### src/rtl/run_seq_pkg.sv
// ============================================================================
// run_seq_pkg : shared types and defaults for the program-run sequencer
// Revision    : 1.0 - initial release
// ============================================================================
`default_nettype none

package run_seq_pkg;

    localparam int AW_DEF       = 8;
    localparam int DW_DEF       = 8;
    localparam int TW_DEF       = 16;
    localparam int START_CYCLES = 2;

    typedef enum logic [2:0] {
        S_IDLE  = 3'd0,
        S_LOAD  = 3'd1,
        S_START = 3'd2,
        S_RUN   = 3'd3,
        S_DRAIN = 3'd4,
        S_RD    = 3'd5,
        S_OUT   = 3'd6
    } state_e;

endpackage

`default_nettype wire

### src/rtl/dm_run_seq_timer.sv
// ============================================================================
// run_timer : cycle counter with clear/enable that flags when the next counted
//             cycle reaches a non-zero limit (limit 0 disables the watchdog)
// Revision  : 1.0 - initial release
// ============================================================================
`default_nettype none

module run_timer #(
    parameter int TW = 16
) (
    input  logic          clk,
    input  logic          rst_n,
    input  logic          clear_i,
    input  logic          en_i,
    input  logic [TW-1:0] limit_i,
    output logic          expired_o
);

    logic [TW-1:0] count_q;
    logic [TW-1:0] count_d;

    // count_d is the 1-based index of the cycle currently being counted
    assign count_d   = count_q + TW'(1);
    assign expired_o = en_i && (limit_i != '0) && (count_d == limit_i);

    always_ff @(posedge clk or negedge rst_n) begin
        if (!rst_n) begin
            count_q <= '0;
        end else if (clear_i) begin
            count_q <= '0;
        end else if (en_i) begin
            count_q <= count_d;
        end
    end

endmodule

`default_nettype wire

### src/rtl/dm_run_seq.sv
// ============================================================================
// dm_run_seq : loads operands into data memory, runs the core until done or
//              timeout, then streams a result window out
// Revision   : 1.0 - initial release
// ============================================================================
`default_nettype none

module dm_run_seq
    import run_seq_pkg::*;
#(
    parameter int AW = AW_DEF,
    parameter int DW = DW_DEF,
    parameter int TW = TW_DEF
) (
    input  logic          clk,
    input  logic          rst_n,
    input  logic          cfg_valid_i,
    output logic          cfg_ready_o,
    input  logic [AW-1:0] cfg_ld_base_i,
    input  logic [AW-1:0] cfg_ld_len_i,
    input  logic [AW-1:0] cfg_rd_base_i,
    input  logic [AW-1:0] cfg_rd_len_i,
    input  logic [TW-1:0] cfg_timeout_i,
    input  logic          in_valid_i,
    output logic          in_ready_o,
    input  logic [DW-1:0] in_data_i,
    output logic          dm_sel_o,
    output logic [AW-1:0] dm_addr_o,
    output logic          dm_we_o,
    output logic [DW-1:0] dm_wdata_o,
    input  logic [DW-1:0] dm_rdata_i,
    output logic          core_reset_o,
    input  logic          core_done_i,
    output logic          out_valid_o,
    input  logic          out_ready_i,
    output logic [DW-1:0] out_data_o,
    output logic          out_last_o,
    output logic          busy_o,
    output logic          err_timeout_o
);

    localparam logic [AW-1:0] ONE        = AW'(1);
    localparam logic [AW-1:0] START_LAST = AW'(START_CYCLES - 1);

    state_e        state_q;
    logic [AW-1:0] ld_len_q;
    logic [AW-1:0] rd_len_q;
    logic [AW-1:0] ld_ptr_q;
    logic [AW-1:0] rd_ptr_q;
    logic [AW-1:0] count_q;
    logic [TW-1:0] timeout_q;
    logic          out_valid_q;
    logic          out_last_q;
    logic [DW-1:0] out_data_q;
    logic          err_q;

    logic [AW-1:0] ld_ptr_d;
    logic [AW-1:0] rd_ptr_d;
    logic [AW-1:0] count_d;
    logic          expired;

    assign ld_ptr_d = ld_ptr_q + ONE;
    assign rd_ptr_d = rd_ptr_q + ONE;
    assign count_d  = count_q + ONE;

    run_timer #(
        .TW (TW)
    ) u_timer (
        .clk       (clk),
        .rst_n     (rst_n),
        .clear_i   (state_q != S_RUN),
        .en_i      (state_q == S_RUN),
        .limit_i   (timeout_q),
        .expired_o (expired)
    );

    assign cfg_ready_o   = (state_q == S_IDLE);
    assign busy_o        = (state_q != S_IDLE);
    assign in_ready_o    = (state_q == S_LOAD);
    assign dm_we_o       = (state_q == S_LOAD) && in_valid_i;
    assign dm_wdata_o    = (state_q == S_LOAD) ? in_data_i : '0;
    assign core_reset_o  = (state_q != S_RUN);
    assign out_valid_o   = out_valid_q;
    assign out_data_o    = out_data_q;
    assign out_last_o    = out_last_q;
    assign err_timeout_o = err_q;

    // The memory has one cycle of read latency, so each read address is put
    // on the bus one cycle ahead (DRAIN for the first byte, OUT for the rest)
    // and the returned word is valid throughout RD.
    assign dm_sel_o = (state_q == S_LOAD) || (state_q == S_RD) || (state_q == S_OUT) ||
                      ((state_q == S_DRAIN) && (rd_len_q != '0));

    always_comb begin
        dm_addr_o = '0;
        case (state_q)
            S_LOAD:        dm_addr_o = ld_ptr_q;
            S_DRAIN, S_RD: dm_addr_o = rd_ptr_q;
            S_OUT:         dm_addr_o = rd_ptr_d;
            default:       dm_addr_o = '0;
        endcase
    end

    always_ff @(posedge clk or negedge rst_n) begin
        if (!rst_n) begin
            state_q     <= S_IDLE;
            ld_len_q    <= '0;
            rd_len_q    <= '0;
            ld_ptr_q    <= '0;
            rd_ptr_q    <= '0;
            count_q     <= '0;
            timeout_q   <= '0;
            out_valid_q <= 1'b0;
            out_last_q  <= 1'b0;
            out_data_q  <= '0;
            err_q       <= 1'b0;
        end else begin
            case (state_q)
                S_IDLE: begin
                    if (cfg_valid_i) begin
                        ld_len_q  <= cfg_ld_len_i;
                        rd_len_q  <= cfg_rd_len_i;
                        ld_ptr_q  <= cfg_ld_base_i;
                        rd_ptr_q  <= cfg_rd_base_i;
                        timeout_q <= cfg_timeout_i;
                        count_q   <= '0;
                        err_q     <= 1'b0;
                        state_q   <= (cfg_ld_len_i != '0) ? S_LOAD : S_START;
                    end
                end
                S_LOAD: begin
                    if (in_valid_i) begin
                        ld_ptr_q <= ld_ptr_d;
                        if (count_d == ld_len_q) begin
                            count_q <= '0;
                            state_q <= S_START;
                        end else begin
                            count_q <= count_d;
                        end
                    end
                end
                S_START: begin
                    if (count_q == START_LAST) begin
                        count_q <= '0;
                        state_q <= S_RUN;
                    end else begin
                        count_q <= count_d;
                    end
                end
                S_RUN: begin
                    if (core_done_i) begin
                        state_q <= S_DRAIN;
                    end else if (expired) begin
                        err_q   <= 1'b1;
                        state_q <= S_IDLE;
                    end
                end
                S_DRAIN: begin
                    count_q <= '0;
                    state_q <= (rd_len_q != '0) ? S_RD : S_IDLE;
                end
                S_RD: begin
                    out_data_q  <= dm_rdata_i;
                    out_valid_q <= 1'b1;
                    out_last_q  <= (count_q == (rd_len_q - ONE));
                    state_q     <= S_OUT;
                end
                S_OUT: begin
                    if (out_ready_i) begin
                        out_valid_q <= 1'b0;
                        out_last_q  <= 1'b0;
                        rd_ptr_q    <= rd_ptr_d;
                        if (count_d == rd_len_q) begin
                            count_q <= '0;
                            state_q <= S_IDLE;
                        end else begin
                            count_q <= count_d;
                            state_q <= S_RD;
                        end
                    end
                end
                default: begin
                    state_q <= S_IDLE;
                end
            endcase
        end
    end

endmodule

`default_nettype wire
### config.mk
export PLATFORM = sky130hd
export DESIGN_NAME = dm_run_seq
export DESIGN_NICKNAME = d
export VERILOG_FILES = /design/src/rtl/run_seq_pkg.sv /design/src/rtl/dm_run_seq_timer.sv /design/src/rtl/dm_run_seq.sv
export SDC_FILE = /design/constraint.sdc
export NUM_CORES = 1
export LEC_CHECK = 0
export ABC_AREA = 0
export BUFFER_PORTS_ARGS = -buffer_cell sky130_fd_sc_hd__buf_4
export CAP_MARGIN = 20
export CORE_ASPECT_RATIO = 1.4
export CORE_MARGIN = 3
export CORE_UTILIZATION = 56
export DETAILED_ROUTE_END_ITERATION = 8
export PLACE_DENSITY = 0.81
export SYNTH_ARGS = -nofsm -noshare
export SYNTH_HDL_FRONTEND = slang
export SYNTH_SLANG_ARGS = --single-unit
export TNS_END_PERCENT = 20
### constraint.sdc
create_clock -name clk -period 2.95 [get_ports clk]
set_input_delay 0.295 -clock clk [delete_from_list [all_inputs] [get_ports clk]]
set_output_delay 0.295 -clock clk [all_outputs]
set_load 0.01 [all_outputs]
==> results.sh <==
export IMPL_status="finished clean"
export IMPL_path_clk_slew_ns=0.07
export IMPL_synthDistinctLibCells=56
export IMPL_die_x_um=88.14
export IMPL_worstRegToRegCells=9
export IMPL_nFillCells=731
export IMPL_antenna_found_initial=0
export IMPL_grt_pass1_vias=4916
export IMPL_die_y_um=121.0
export IMPL_ys_seq_area_share_pct=40.69
export IMPL_intPower_uw=3495
export IMPL_fin_tns_setup_ns=0
export IMPL_synthArstFlopShare_pct=100.0
export IMPL_grt_max_degree=48
export IMPL_post_cts_buffers=0
export IMPL_syn_avg_cell_area_um2=8.684
export IMPL_crit_type="flip-flop to flip-flop"
export IMPL_topRoutingLayerUsed="met4"
export IMPL_start_util_pct=57.92
export IMPL_wl_per_cell_um=17.90
export IMPL_p_comb_share_pct=47.1
export IMPL_post_route_min_period_ns=2.751
export IMPL_p_seq_share_pct=35.7
export IMPL_htreeDepth=3
export IMPL_crit_fanout=9
export IMPL_final_common_cell="buf_4"
export IMPL_core_region_area_um2=9131
export IMPL_postSynthRegisterBits=86
export IMPL_whs_path_depth=3
export IMPL_min_to="ld_len_q[5]"
export IMPL_rsz0062_at_grt="false"
export IMPL_layout_common_cells="buf_4, nand2_1, dfrtp_1"
export IMPL_cts_tree="built"
export IMPL_crit_reg2reg_launch="count_q[1]"
export IMPL_setup_violations=0
export IMPL_route_met3_wl_um=735
export IMPL_powerDensity_nw_per_um2=931.6
export IMPL_die_area_um2=10660
export IMPL_drc=0
export IMPL_min_from="cfg_ld_len_i[5]"
export IMPL_hold_class="primary input to flip-flop"
export IMPL_pwr_share_clk_pct=17.2
export IMPL_swShare_pct=42.17
export IMPL_clockBufferDepth=2
export IMPL_cts_root_buf="clkbuf_16"
export IMPL_cts_inserted_buffers=9
export IMPL_syn_inst=609
export IMPL_worstReg2RegEnd="count_q[2]"
export IMPL_wl_met1_um=5793
export IMPL_synthFlopType="dfrtp_1"
export IMPL_antenna_cells=0
export IMPL_cp_data_arrival_time_ns=2.97
export IMPL_synth_edf_count=0
export IMPL_hpwl_um=10970
export IMPL_ys_warn_count=0
export IMPL_grt_pass1_wl_um=23420
export IMPL_portBuffers=102
export IMPL_ios=103
export IMPL_drive_above_1_share_pct=23.70
export IMPL_cts_sinks=86
export IMPL_drv_slew=0
export IMPL_hold_ws_ns=0.1497
export IMPL_syn_to_final_growth_pct=22.64
export IMPL_nets=785
export IMPL_reg2reg_slack_ns=0.20
export IMPL_grt_use_total_pct=28.02
export IMPL_tightest_slew_ns=0.8024
export IMPL_grt_overflow=0
export IMPL_ant_nets=0
export IMPL_clk_latency_ns=0.34
export IMPL_multi_input_area_um2=2945
export IMPL_routed_wl_um=14680
export IMPL_num_rows=41
export IMPL_wl_met2_um=7690
export IMPL_num_vias=5017
export IMPL_power_switching_uw=2548
export IMPL_skew_ns=0.01053
export IMPL_synthesis_nets=686
export IMPL_final_cells=820
export IMPL_cap_violations=0
export IMPL_regArea_um2=2152
export IMPL_placedCellCount=803
export IMPL_fmax_mhz=363.5
export IMPL_dr_pass1_iters=5
export IMPL_startpoint_type="flip-flop"
export IMPL_drt_iter0_drc=308
export IMPL_vdd_drop_max_v=0.0006039
export IMPL_worstSetupEndpointType="flip-flop"
export IMPL_hold_viol=0
export IMPL_crit_required_ns=3.16
export IMPL_period_share_pct=93.25
export IMPL_p_leak_uw=0.002920
export IMPL_slew_headroom_pct=46.51
export IMPL_avgViaCountPerCell=6.118
export IMPL_place_congestion=0.9577
export IMPL_netlist_area_um2=5289
worst max-delay path, cell delays in order (launching register included):
cell and delay [ns]:
dfrtp_1 0.46, ha_1 0.21, nand2_1 0.14, or3_1 0.38
a2111oi_0 0.47, buf_4 0.19, o2111a_1 0.18, o22ai_1 0.26
a21oi_1 0.24, o22ai_1 0.10
Yosys cell counts, types with 2 or more instances:
cell | count | share of area (%)
a2111oi_0 | 2 | 0.33
a211o_1 | 2 | 0.33
a21o_1 | 2 | 0.28
a21oi_1 | 33 | 3.1
a22o_1 | 9 | 1.5
a22oi_1 | 2 | 0.28
a31oi_1 | 8 | 0.95
and2_1 | 3 | 0.35
and3_1 | 20 | 2.4
and4_1 | 2 | 0.33
buf_4 | 2 | 0.28
clkbuf_1 | 32 | 2.3
dfrtp_1 | 86 | 41
ha_1 | 7 | 1.7
inv_1 | 16 | 1.1
mux2_2 | 25 | 5.3
mux2i_1 | 4 | 0.76
nand2_1 | 90 | 6.4
nand2b_1 | 2 | 0.24
nand3_1 | 22 | 2.1
nand4_1 | 6 | 0.71
nor2_1 | 44 | 3.1
nor2b_1 | 5 | 0.59
nor3_1 | 26 | 2.5
nor3b_1 | 2 | 0.28
nor4_1 | 11 | 1.3
nor4b_1 | 3 | 0.50
o2111ai_1 | 2 | 0.33
o21a_1 | 4 | 0.57
o21ai_0 | 40 | 3.8
o21bai_1 | 2 | 0.28
o22ai_1 | 11 | 1.3
o2bb2ai_1 | 4 | 0.66
o311ai_0 | 2 | 0.33
o41ai_1 | 2 | 0.33
or3_1 | 5 | 0.59
xnor2_1 | 28 | 4.6
xor2_1 | 25 | 4.1
registers in the layout, summed over array words and instances, names as in the netlist, 3 cells and up:
signal	flops
timeout_q	16
u_timer.count_q	16
count_q	8
ld_len_q	8
ld_ptr_q	8
out_data_o	8
rd_len_q	8
rd_ptr_q	8
state_q	3
metal layers:
layer	GRT usage, %	vias to the layer above
li1	-	2378
met2	47.88	180
met5	0	-
met3	4.212	39
met1	34.60	2420
met4	12.29	0
how the worst max path moves through the flow:
stage	end	from	slack, ns
finish	count_q[2]	count_q[1]	0.20
global route	state_q[1]	u_timer.count_q[0]	0.02
CTS	state_q[1]	u_timer.count_q[0]	0.22
detailed placement	count_q[2]	count_q[1]	0.25
global placement	count_q[2]	count_q[1]	0.33
floorplan	state_q[0]	count_q[0]	0.47
logic make-up (layout without fill, tap and decap cells):
logic type	after synthesis	in the layout	synth area share, %
adder cells (fa/ha/maj)	7	7	1.656
flip-flops	86	86	40.69
buffers and inverters	51	155	3.762
AO/OA/AOI/OAI	134	134	15.97
multiplexers	30	30	6.364
AND/OR/NAND/NOR	248	248	22.78
XOR/XNOR	53	53	8.777
cell type report:
class                           count  share of cell area, %
Tap cell                          107                  2.064
Sequential cell                    86                  33.18
Clock buffer                       11                  3.588
Inverter                           16                 0.9259
Clock inverter                      5                 0.5594
Timing Repair Buffer              123                  14.27
Multi-Input combinational cell    472                  45.41
power by group through the flow:
stage | registers [uW] | logic [uW] | clock network [uW]
after CTS | 2140 | 2840 | 1060
after global placement | 2130 | 2750 | 0
after global routing | 2220 | 3120 | 1110
final | 2160 | 2850 | 1040
after floorplan | 1980 | 1930 | 0
after detailed placement | 2160 | 2820 | 0
what timing repair did:
item | 4_1_cts | 5_1_grt
resized for setup | 0 | 2
hold endpoints to repair | 45 | 0
endpoints found under the setup margin | 0 | 3
hold buffers | 1 | 0
stage by stage:
step	util (%)	total power, uW	setup slack, ns	cell area [um^2]
6_report	71.03	6043	0.1991	6486
5_1_grt	71.03	6457	0.02199	6486
4_1_cts	70.95	6038	0.2213	6479
3_5_place_dp	67.90	4982	0.2478	6200
3_3_place_gp	67.90	4884	0.3257	6200
2_1_floorplan	-	3907	0.4721	5289
(Power assumes the default switching activity.)
